$ cat src/rtl/sccpu_mem_arb.sv
// Shares one single-port memory between the instruction-fetch port and the
// load/store data port, with data priority, a burst limit and an access timeout.
module sccpu_mem_arb #(
  parameter int MAX_DATA_BURST = 4,
  parameter int TIMEOUT        = 16
) (
  input  logic        clk,
  input  logic        clr,
  input  logic        if_req,
  input  logic [31:0] if_addr,
  output logic [31:0] if_rdata,
  output logic        if_valid,
  input  logic        d_req,
  input  logic        d_we,
  input  logic [31:0] d_addr,
  input  logic [31:0] d_wdata,
  output logic [31:0] d_rdata,
  output logic        d_valid,
  output logic        err,
  output logic        m_req,
  output logic        m_we,
  output logic [31:0] m_addr,
  output logic [31:0] m_wdata,
  input  logic [31:0] m_rdata,
  input  logic        m_ready,
  output logic [1:0]  gnt,
  output logic        stall
);

  localparam logic [1:0] IDLE = 2'd0;
  localparam logic [1:0] BUSY = 2'd1;
  localparam logic [1:0] RESP = 2'd2;

  localparam logic [3:0] BURST_LIM = 4'(MAX_DATA_BURST);
  localparam logic [7:0] TO_LAST   = 8'(TIMEOUT - 1);

  logic [1:0] state;
  logic [3:0] dcount;
  logic [7:0] wcnt;
  logic       d_win;

  function automatic logic [3:0] sat_inc(input logic [3:0] x);
    return (x == 4'hF) ? x : x + 4'd1;
  endfunction

  // Data wins unless a fetch has been waiting through a full data burst.
  assign d_win = d_req & (~if_req | (dcount < BURST_LIM));
  assign stall = (if_req & ~if_valid) | (d_req & ~d_valid);

  always_ff @(posedge clk) begin
    if (clr) begin
      state    <= IDLE;
      dcount   <= 4'd0;
      wcnt     <= 8'd0;
      if_rdata <= 32'd0;
      d_rdata  <= 32'd0;
      if_valid <= 1'b0;
      d_valid  <= 1'b0;
      err      <= 1'b0;
      m_req    <= 1'b0;
      m_we     <= 1'b0;
      m_addr   <= 32'd0;
      m_wdata  <= 32'd0;
      gnt      <= 2'b00;
    end else begin
      case (state)
        IDLE: begin
          if_valid <= 1'b0;
          d_valid  <= 1'b0;
          err      <= 1'b0;
          wcnt     <= 8'd0;
          if (d_win) begin
            m_req   <= 1'b1;
            m_we    <= d_we;
            m_addr  <= d_addr;
            m_wdata <= d_wdata;
            gnt     <= 2'b10;
            dcount  <= if_req ? sat_inc(dcount) : 4'd0;
            state   <= BUSY;
          end else if (if_req) begin
            m_req   <= 1'b1;
            m_we    <= 1'b0;
            m_addr  <= if_addr;
            m_wdata <= 32'd0;
            gnt     <= 2'b01;
            dcount  <= 4'd0;
            state   <= BUSY;
          end
        end
        BUSY: begin
          wcnt <= wcnt + 8'd1;
          if (m_ready) begin
            m_req <= 1'b0;
            if (gnt[0])
              if_rdata <= m_rdata;
            else if (!m_we)
              d_rdata <= m_rdata;
            if_valid <= gnt[0];
            d_valid  <= gnt[1];
            state    <= RESP;
          end else if (wcnt == TO_LAST) begin
            // Abort: report completion with err, leave read data untouched.
            m_req    <= 1'b0;
            err      <= 1'b1;
            if_valid <= gnt[0];
            d_valid  <= gnt[1];
            state    <= RESP;
          end
        end
        RESP: begin
          if_valid <= 1'b0;
          d_valid  <= 1'b0;
          err      <= 1'b0;
          wcnt     <= 8'd0;
          gnt      <= 2'b00;
          state    <= IDLE;
        end
        default: state <= IDLE;
      endcase
    end
  end

endmodule

$ cat config.mk
export PLATFORM = sky130hd
export DESIGN_NAME = sccpu_mem_arb
export DESIGN_NICKNAME = d
export VERILOG_FILES = /design/src/rtl/sccpu_mem_arb.sv
export SDC_FILE = /design/constraint.sdc
export NUM_CORES = 1
export LEC_CHECK = 0
export ABC_CLOCK_PERIOD_IN_PS = 2350
export CORE_ASPECT_RATIO = 0.7
export CORE_MARGIN = 10
export CORE_UTILIZATION = 45
export DETAILED_ROUTE_END_ITERATION = 8
export PLACE_DENSITY = 0.87
export SETUP_SLACK_MARGIN = 0.1
export SYNTH_ARGS = -nofsm -noshare
export SYNTH_HDL_FRONTEND = slang
export SYNTH_SLANG_ARGS = --single-unit
$ cat constraint.sdc
create_clock -name clk -period 2.35 [get_ports clk]
set_input_delay 0.705 -clock clk [delete_from_list [all_inputs] [get_ports clk]]
set_output_delay 0.705 -clock clk [all_outputs]
set_load 0.01 [all_outputs]
==> results of run 1 <==
-- worst max-delay path: stages --
cell and delay, ns:
clkdlybuf4s50_1 0.48, inv_1 0.04, o22ai_1 0.11, buf_2 0.15
-- stage by stage --
stage	setup TNS (ns)	area (µm²)	power (mW)
CTS	0	9494	6.899
finish	0	9497	6.832
floorplan	0	5939	3.254
detailed placement	-0.3258	8852	3.913
global route	0	9497	7.108
global placement	-0.2954	8852	3.896
-- final timing paths --
check / from / endpoint / cells past startpoint
min: if_rdata[5] / if_rdata[5] / 2
min reg2reg: if_rdata[5] / if_rdata[5] / 2
max: d_req / stall / 4
max reg2reg: state[0] / d_rdata[29] / 4
-- where the power goes --
group / internal, mW / total (mW) / leakage (nW) / switching (mW)
Combinational: 0.577 / 1.12 / 1.72 / 0.547
Sequential: 2.66 / 2.74 / 1.21 / 0.0772
Clock: 1.91 / 2.97 / 0.313 / 1.06
Total: 5.15 / 6.83 / 3.25 / 1.68
-- placed cells by master, fill, tap and decap left out, types with 16 or more instances in the layout --
cell,Yosys,layout
clkdlybuf4s50_1,0,266
dfxtp_1,149,148
a21oi_1,105,105
nand3_1,98,98
o21ai_0,98,97
nand2_1,71,71
nand4_1,35,35
a31oi_1,35,35
clkbuf_16,0,17
buf_4,0,16
-- registers in the layout (all words and copies together), names as in the netlist --
signal	cells
d_rdata	32
m_addr	32
m_req	1
m_wdata	32
dcount	4
if_rdata	32
m_we	1
if_valid	1
state	2
err	1
wcnt	8
gnt	2
d_valid	1
-- final cells by class --
class / count / share of cell area
sequential: 149 / 0.3142
clock buffer: 19 / 0.04664
clock inverter: 12 / 0.02134
timing repair buffer: 293 / 0.3138
tap: 166 / 0.02187
inverter: 5 / 0.001976
multi-input combinational: 500 / 0.2801
-- logic make-up (layout without fill, tap and decap cells) --
| logic type | count (synthesis) | count (layout) | synth area share |
|---|---|---|---|
| AO/OA/AOI/OAI | 253 | 253 | 0.2254 |
| adder cells (fa/ha/maj) | 2 | 2 | 0.004213 |
| XOR/XNOR | 4 | 4 | 0.005900 |
| flip-flops | 149 | 149 | 0.5022 |
| buffers and inverters | 83 | 329 | 0.05540 |
| multiplexers | 1 | 1 | 0.001685 |
| AND/OR/NAND/NOR | 240 | 240 | 0.2052 |
-- metal layers --
metal	up-vias	part of all wire	track usage
li1	3114	-	-
met1	3005	0.42	0.2800
met2	277	0.46	0.3562
met3	29	0.10	0.09272
met4	0	0.020	0.06708
met5	-	0	0
-- timing repair --
action | CTS | global route
cloned | 0 | 0
resized for setup | 5 | 1
endpoints found under the setup margin | 2 | 1
endpoints found under the hold margin | 0 | 0
pin swaps | 0 | 1
==> key figures, run 1 <==
Critical path
  – CP arrival: 1.49 ns
  – CP Capture Type: output port
  – Worst Path Required: roughly 1.6 ns
  – Type of origin of the critical path: input port
  – Crit-path max FO: 2
  – FF-to-FF setup slack: 0.61 ns
  – Worst Setup Path Type: input port to output port

Synth
  – Seq/Total Area, Yosys: 0.5022
  – Synth top cells by count: dfxtp_1 (149), a21oi_1 (105), nand3_1 (98), o21ai_0 (98), nand2_1 (71)
  – Synthesized area: 5939 µm²
  – FFs w/ async S/R, synth: 0
  – Yosys reg bits: 149
  – Post-synth top area share: 0.5022
  – Top cell type by total area after synthesis: dfxtp_1
  – Average instance area after synthesis: 8.114 µm²
  – Post-synth EDFFs: 0
  – Synthesized instance count: 732
  – Distinct cells, synth: 43
  – Synth warn: 0
  – Synth Flop Type: dfxtp_1
  – Most numerous cell in the Yosys netlist: dfxtp_1
  – Net Count, Synth: ~870
  – Top cells by area, synth: dfxtp_1 (50%), a21oi_1 (8.8%), nand3_1 (8.3%)

Cells and area
  – Final core utilization: 0.7277
  – Final Non-Filler Cells: about 1100
  – FILL cells: a little over 1000
  – # diodes: 0
  – FF/Latch Area: 2984 µm²
  – Multi-input logic area: roughly 2700 µm²
  – Synth-to-Final Area Change: 59.89%
  – Share of layout cells above drive strength 1: 0.06646
  – Nets@finish: 1102

Detailed routing
  – Routed via count: 6425
  – Vias per cell: ~5.6
  – Routed len/inst: 19.02 µm
  – Antenna viol nets, final: 0
  – 1st-iter DRT viols: 539
  – First-pass detailed-route iteration total: 5
  – Routed WL: between 20000 and 25000 µm
  – Post-route DRC violation count: 0

GRT
  – Initial antenna violation count: 0
  – Largest net degree at the start of global routing: 82
  – First-pass GRT wire length: 33720 µm
  – Total GRT Usage: 0.2265
  – Number of global-route vias before repair: 6154
  – Gr ovfl total: 0

Floorplanning
  – Die X: 157.3 µm
  – Core box area: 13050 µm²
  – Row cnt: 35
  – Die Footprint: 18270 µm²
  – Die Span Y: 116.1 µm
  – Boundary Pins: 270
  – Initial core utilization: 0.4551

Placed design
  – Port bufs: 269
  – Final estimated routing congestion in global placement: 0.8481
  – Dpl cells: 1113
  – Hpwl dp: 15110 µm
  – Setup WS pre-CTS: -0.3021 ns

Clocking
  – Num CTS Buffers: 17
  – Clk sinks: 149
  – Root Buffer: clkbuf_16
  – Max Root-Sink Buffers: 2
  – Clock Latency Late Sink: 0.41 ns
  – Hold_buf cts: 0
  – Clock transition at path regs: 0.06 ns
  – H-tree Lvls: 4
  – CTS tree: yes
  – Setup bufs post-CTS: 0

Run status
  – Status: completed

Power
  – Peak supply drop: 634.8 µV
  – Leakage power: 3.247 nW
  – Pwr dens: 719.4 nW/µm²

Timing
  – Final-report max-slew violation count: 0
  – Fmax: 0.4548 GHz
  – Period utilisation layout: 0.9357
  – Worst Skew: between 0.008 and 0.009 ns
  – Final hold slack: 0.4525 ns
  – RSZ-0062 raised after global routing: false
  – Final worst slack: 0.1512 ns
  – Least-Margin Pin Slew: between 0.6 and 0.7 ns
  – Max transition margin: 0.5487
  – Setup Viol. Count Final: 0
  – Period minus WS final: 2.199 ns
  – Final hold viol count: 0

Hold path
  – Hold Crit Class: flop to flop

Job
  – MaxCap Viol Count: 0
No activity file was read; power rests on OpenSTA's default activity.
==> run 2, diff against run 1 <==
TNS_END_PERCENT = 100   (was default)
==> results of run 2 <==
No change in the layout: final DEF, timing and power equal those of run 1.
==> run 3, diff against run 2 <==
CELL_PAD_IN_SITES_DETAIL_PLACEMENT = 0   (was default)
CELL_PAD_IN_SITES_GLOBAL_PLACEMENT = 1   (was default)
CORE_UTILIZATION = 31   (was 45)
PLACE_DENSITY = 0.85   (was 0.87)
==> key figures, run 3 (synthesis results as in run 1) <==
Critical path
  – Worst setup path startpoint: if_valid (was d_req)
  – Crit. path cell count: 1 (was 4)
  – Max stage delay on crit path: 0.65 ns (was 0.48 ns)
  – Worst Path Required: 1.64 ns (about the same)
  – Crit-path slowest cell: clkdlybuf4s50_1 (unchanged)
  – CP delay by family, top: buffers and inverters (unchanged)
  – Number of cells on the worst reg-to-reg path: 4 (unchanged)
  – Worst Setup Path Type: flop to output port (was input port to output port)
  – Type of origin of the critical path: flop (was input port)
  – Crit-path max FO: 4 (was 2)
  – Worst flop-to-flop path startpoint: state[1] (was state[0])
  – CP Capture Type: output port (unchanged)
  – Worst path cell trace: clkdlybuf4s50_1 (was clkdlybuf4s50_1 -> inv_1 -> o22ai_1 -> buf_2)
  – CP arrival: 1.50 ns (was 1.49 ns)
  – Crit path buf inv count: 1 (was 3)

Floorplanning
  – Die Footprint: 25180 µm² (was 18270 µm²)
  – Die X: 185.4 µm (was 157.3 µm)
  – Boundary Pins: 270 (unchanged)
  – Die Span Y: 135.8 µm (was 116.1 µm)
  – Core box area: 18870 µm² (was 13050 µm²)
  – Initial core utilization: 0.3148 (was 0.4551)
  – Row cnt: 42 (was 35)

Cells and area
  – Share of layout cells above drive strength 1: 0.07685 (was 0.06646)
  – # diodes: 0 (unchanged)
  – Commonest cells after routing, fill and taps aside: clkdlybuf4s50_1 (265), dfxtp_1 (148), a21oi_1 (105) (was clkdlybuf4s50_1 (266), dfxtp_1 (148), a21oi_1 (105))
  – Final core utilization: 0.5076 (was 0.7277)
  – Most common cell after layout, fill and taps aside: clkdlybuf4s50_1 (unchanged)
  – Nets@finish: 1112 (was 1102)
  – Synth-to-Final Area Change: 61.22% (was 59.89%)

GRT
  – Initial antenna violation count: 0 (unchanged)
  – Total GRT Usage: 0.1746 (was 0.2265)
  – Gr ovfl total: 0 (unchanged)
  – Number of global-route vias before repair: 6028 (was 6154)
  – First-pass GRT wire length: 35190 µm (was 33720 µm)
  – Largest net degree at the start of global routing: 84 (was 82)

Timing
  – Setup Viol. Count Final: 0 (unchanged)
  – Worst Skew: 0.008694 ns (was 0.008695 ns)
  – Period minus WS final: 2.204 ns (was 2.199 ns)
  – Fmax: 0.4538 GHz (was 0.4548 GHz)
  – Least-Margin Pin Slew: 0.7675 ns (was 0.6708 ns)
  – Period utilisation layout: 0.9377 (was 0.9357)
  – RSZ-0062 raised after global routing: false (unchanged)
  – Final hold viol count: 0 (unchanged)
  – Max transition margin: 0.4836 (was 0.5487)
  – Final hold slack: 0.4526 ns (was 0.4525 ns)
  – Final-report max-slew violation count: 0 (unchanged)

Detailed routing
  – Routed WL: 23010 µm (was 21760 µm)
  – Vias per cell: 5.192 (was 5.616)
  – 1st-iter DRT viols: 408 (was 539)
  – First-pass detailed-route iteration total: 5 (unchanged)
  – Post-route DRC violation count: 0 (unchanged)
  – Routed len/inst: 18.69 µm (was 19.02 µm)
  – Antenna viol nets, final: 0 (unchanged)
  – Routed via count: 6391 (was 6425)

Clocking
  – Clk sinks: 149 (unchanged)
  – Clock Latency Late Sink: 0.41 ns (about the same)
  – H-tree Lvls: 4 (unchanged)
  – Num CTS Buffers: 17 (unchanged)
  – Setup bufs post-CTS: 0 (unchanged)
  – Clock transition at path regs: 0.07 ns (was 0.06 ns)
  – CTS tree: yes (unchanged)
  – Max Root-Sink Buffers: 2 (unchanged)
  – Root Buffer: clkbuf_16 (unchanged)

Power
  – Peak supply drop: 348.7 µV (was 634.8 µV)
  – Leakage power: 3.264 nW (was 3.247 nW)
  – Pwr Total: 6.455 mW (was 6.832 mW)
  – Pwr dens: 674.1 nW/µm² (was 719.4 nW/µm²)

Job
  – MaxCap Viol Count: 0 (unchanged)

Run status
  – Status: completed (unchanged)

Placed design
  – Hpwl dp: 15950 µm (was 15110 µm)
  – Final estimated routing congestion in global placement: 0.7939 (was 0.8481)
  – Port bufs: 269 (unchanged)

Hold path
  – Min-Delay Path Depth: 2 (unchanged)
  – Hold Crit Class: flop to flop (unchanged)
  – HP Start: if_rdata[4] (was if_rdata[5])
[run 3: cell count changes in the layout (fill, tap and decap cells not counted)]
cell | before | now
buf_4 | 16 | 26
bufinv_16 | 5 | 0
clkbuf_8 | 1 | 2
clkdlybuf4s50_1 | 266 | 265
clkinv_2 | 2 | 3
clkinv_4 | 3 | 4
dlymetal6s2s_1 | 1 | 2
inv_6 | 1 | 3
inv_8 | 0 | 1
[run 3: final cells by class]
| type | instances | area [µm²] |
|---|---|---|
| Multi-Input combinational cell | 500 | 2660 |
| Inverter | 5 | 18.77 |
| Timing Repair Buffer | 303 | 3058 |
| Sequential cell | 149 | 2984 |
| Clock inverter | 12 | 95.09 |
| Clock buffer | 20 | 456.7 |
| Tap cell | 242 | 302.8 |
| Fill cell | 1815 | 9290 |
[run 3: worst register-to-register path: cells and delay by family (launching register included)]
kind / cells / cell delay [ns]
AND/OR/NAND/NOR: 2 / 0.81
flip-flops: 1 / 0.47
buffers and inverters: 1 / 0.24
AO/OA/AOI/OAI: 1 / 0.14
[run 3: layer usage]
layer / vias to the layer above / global-route usage / wire, µm
met4: 0 / 0.05401 / 277
met5: - / 0 / 0
li1: 3133 / - / -
met3: 22 / 0.06425 / 2143
met2: 217 / 0.2622 / 10290
met1: 3019 / 0.2277 / 10300
[run 3: power breakdown]
part / switching [mW] / total [mW] / internal [mW]
Sequential: 0.0785 / 2.74 / 2.66
Combinational: 0.559 / 1.16 / 0.597
Clock: 1.14 / 2.56 / 1.43
Total: 1.77 / 6.46 / 4.68
[run 3: timing repair]
action                     in CTS  in global routing
hold buffers                    0                  0
pin swaps                       0                  0
resized for setup               5                  2
setup endpoints to repair       2                  1
[run 3: per-stage QoR]
step                std cells  area, µm²  setup WS, ns  TNS [ns]
floorplan                 732       5939        0.5882         0
global placement         1199       9022       -0.2898   -0.3484
detailed placement       1199       9022       -0.2842   -0.7222
CTS                      1231       9570        0.1287         0
global route             1231       9575        0.1139         0
finish                   1231       9575        0.1463         0
[run 3: worst paths after layout]
path / endpoint / slack [ns]
setup / recovery: if_valid / 0.15
hold / removal: if_rdata[4] / 0.45
setup reg to reg: wcnt[7] / 0.61
hold reg to reg: if_rdata[4] / 0.45
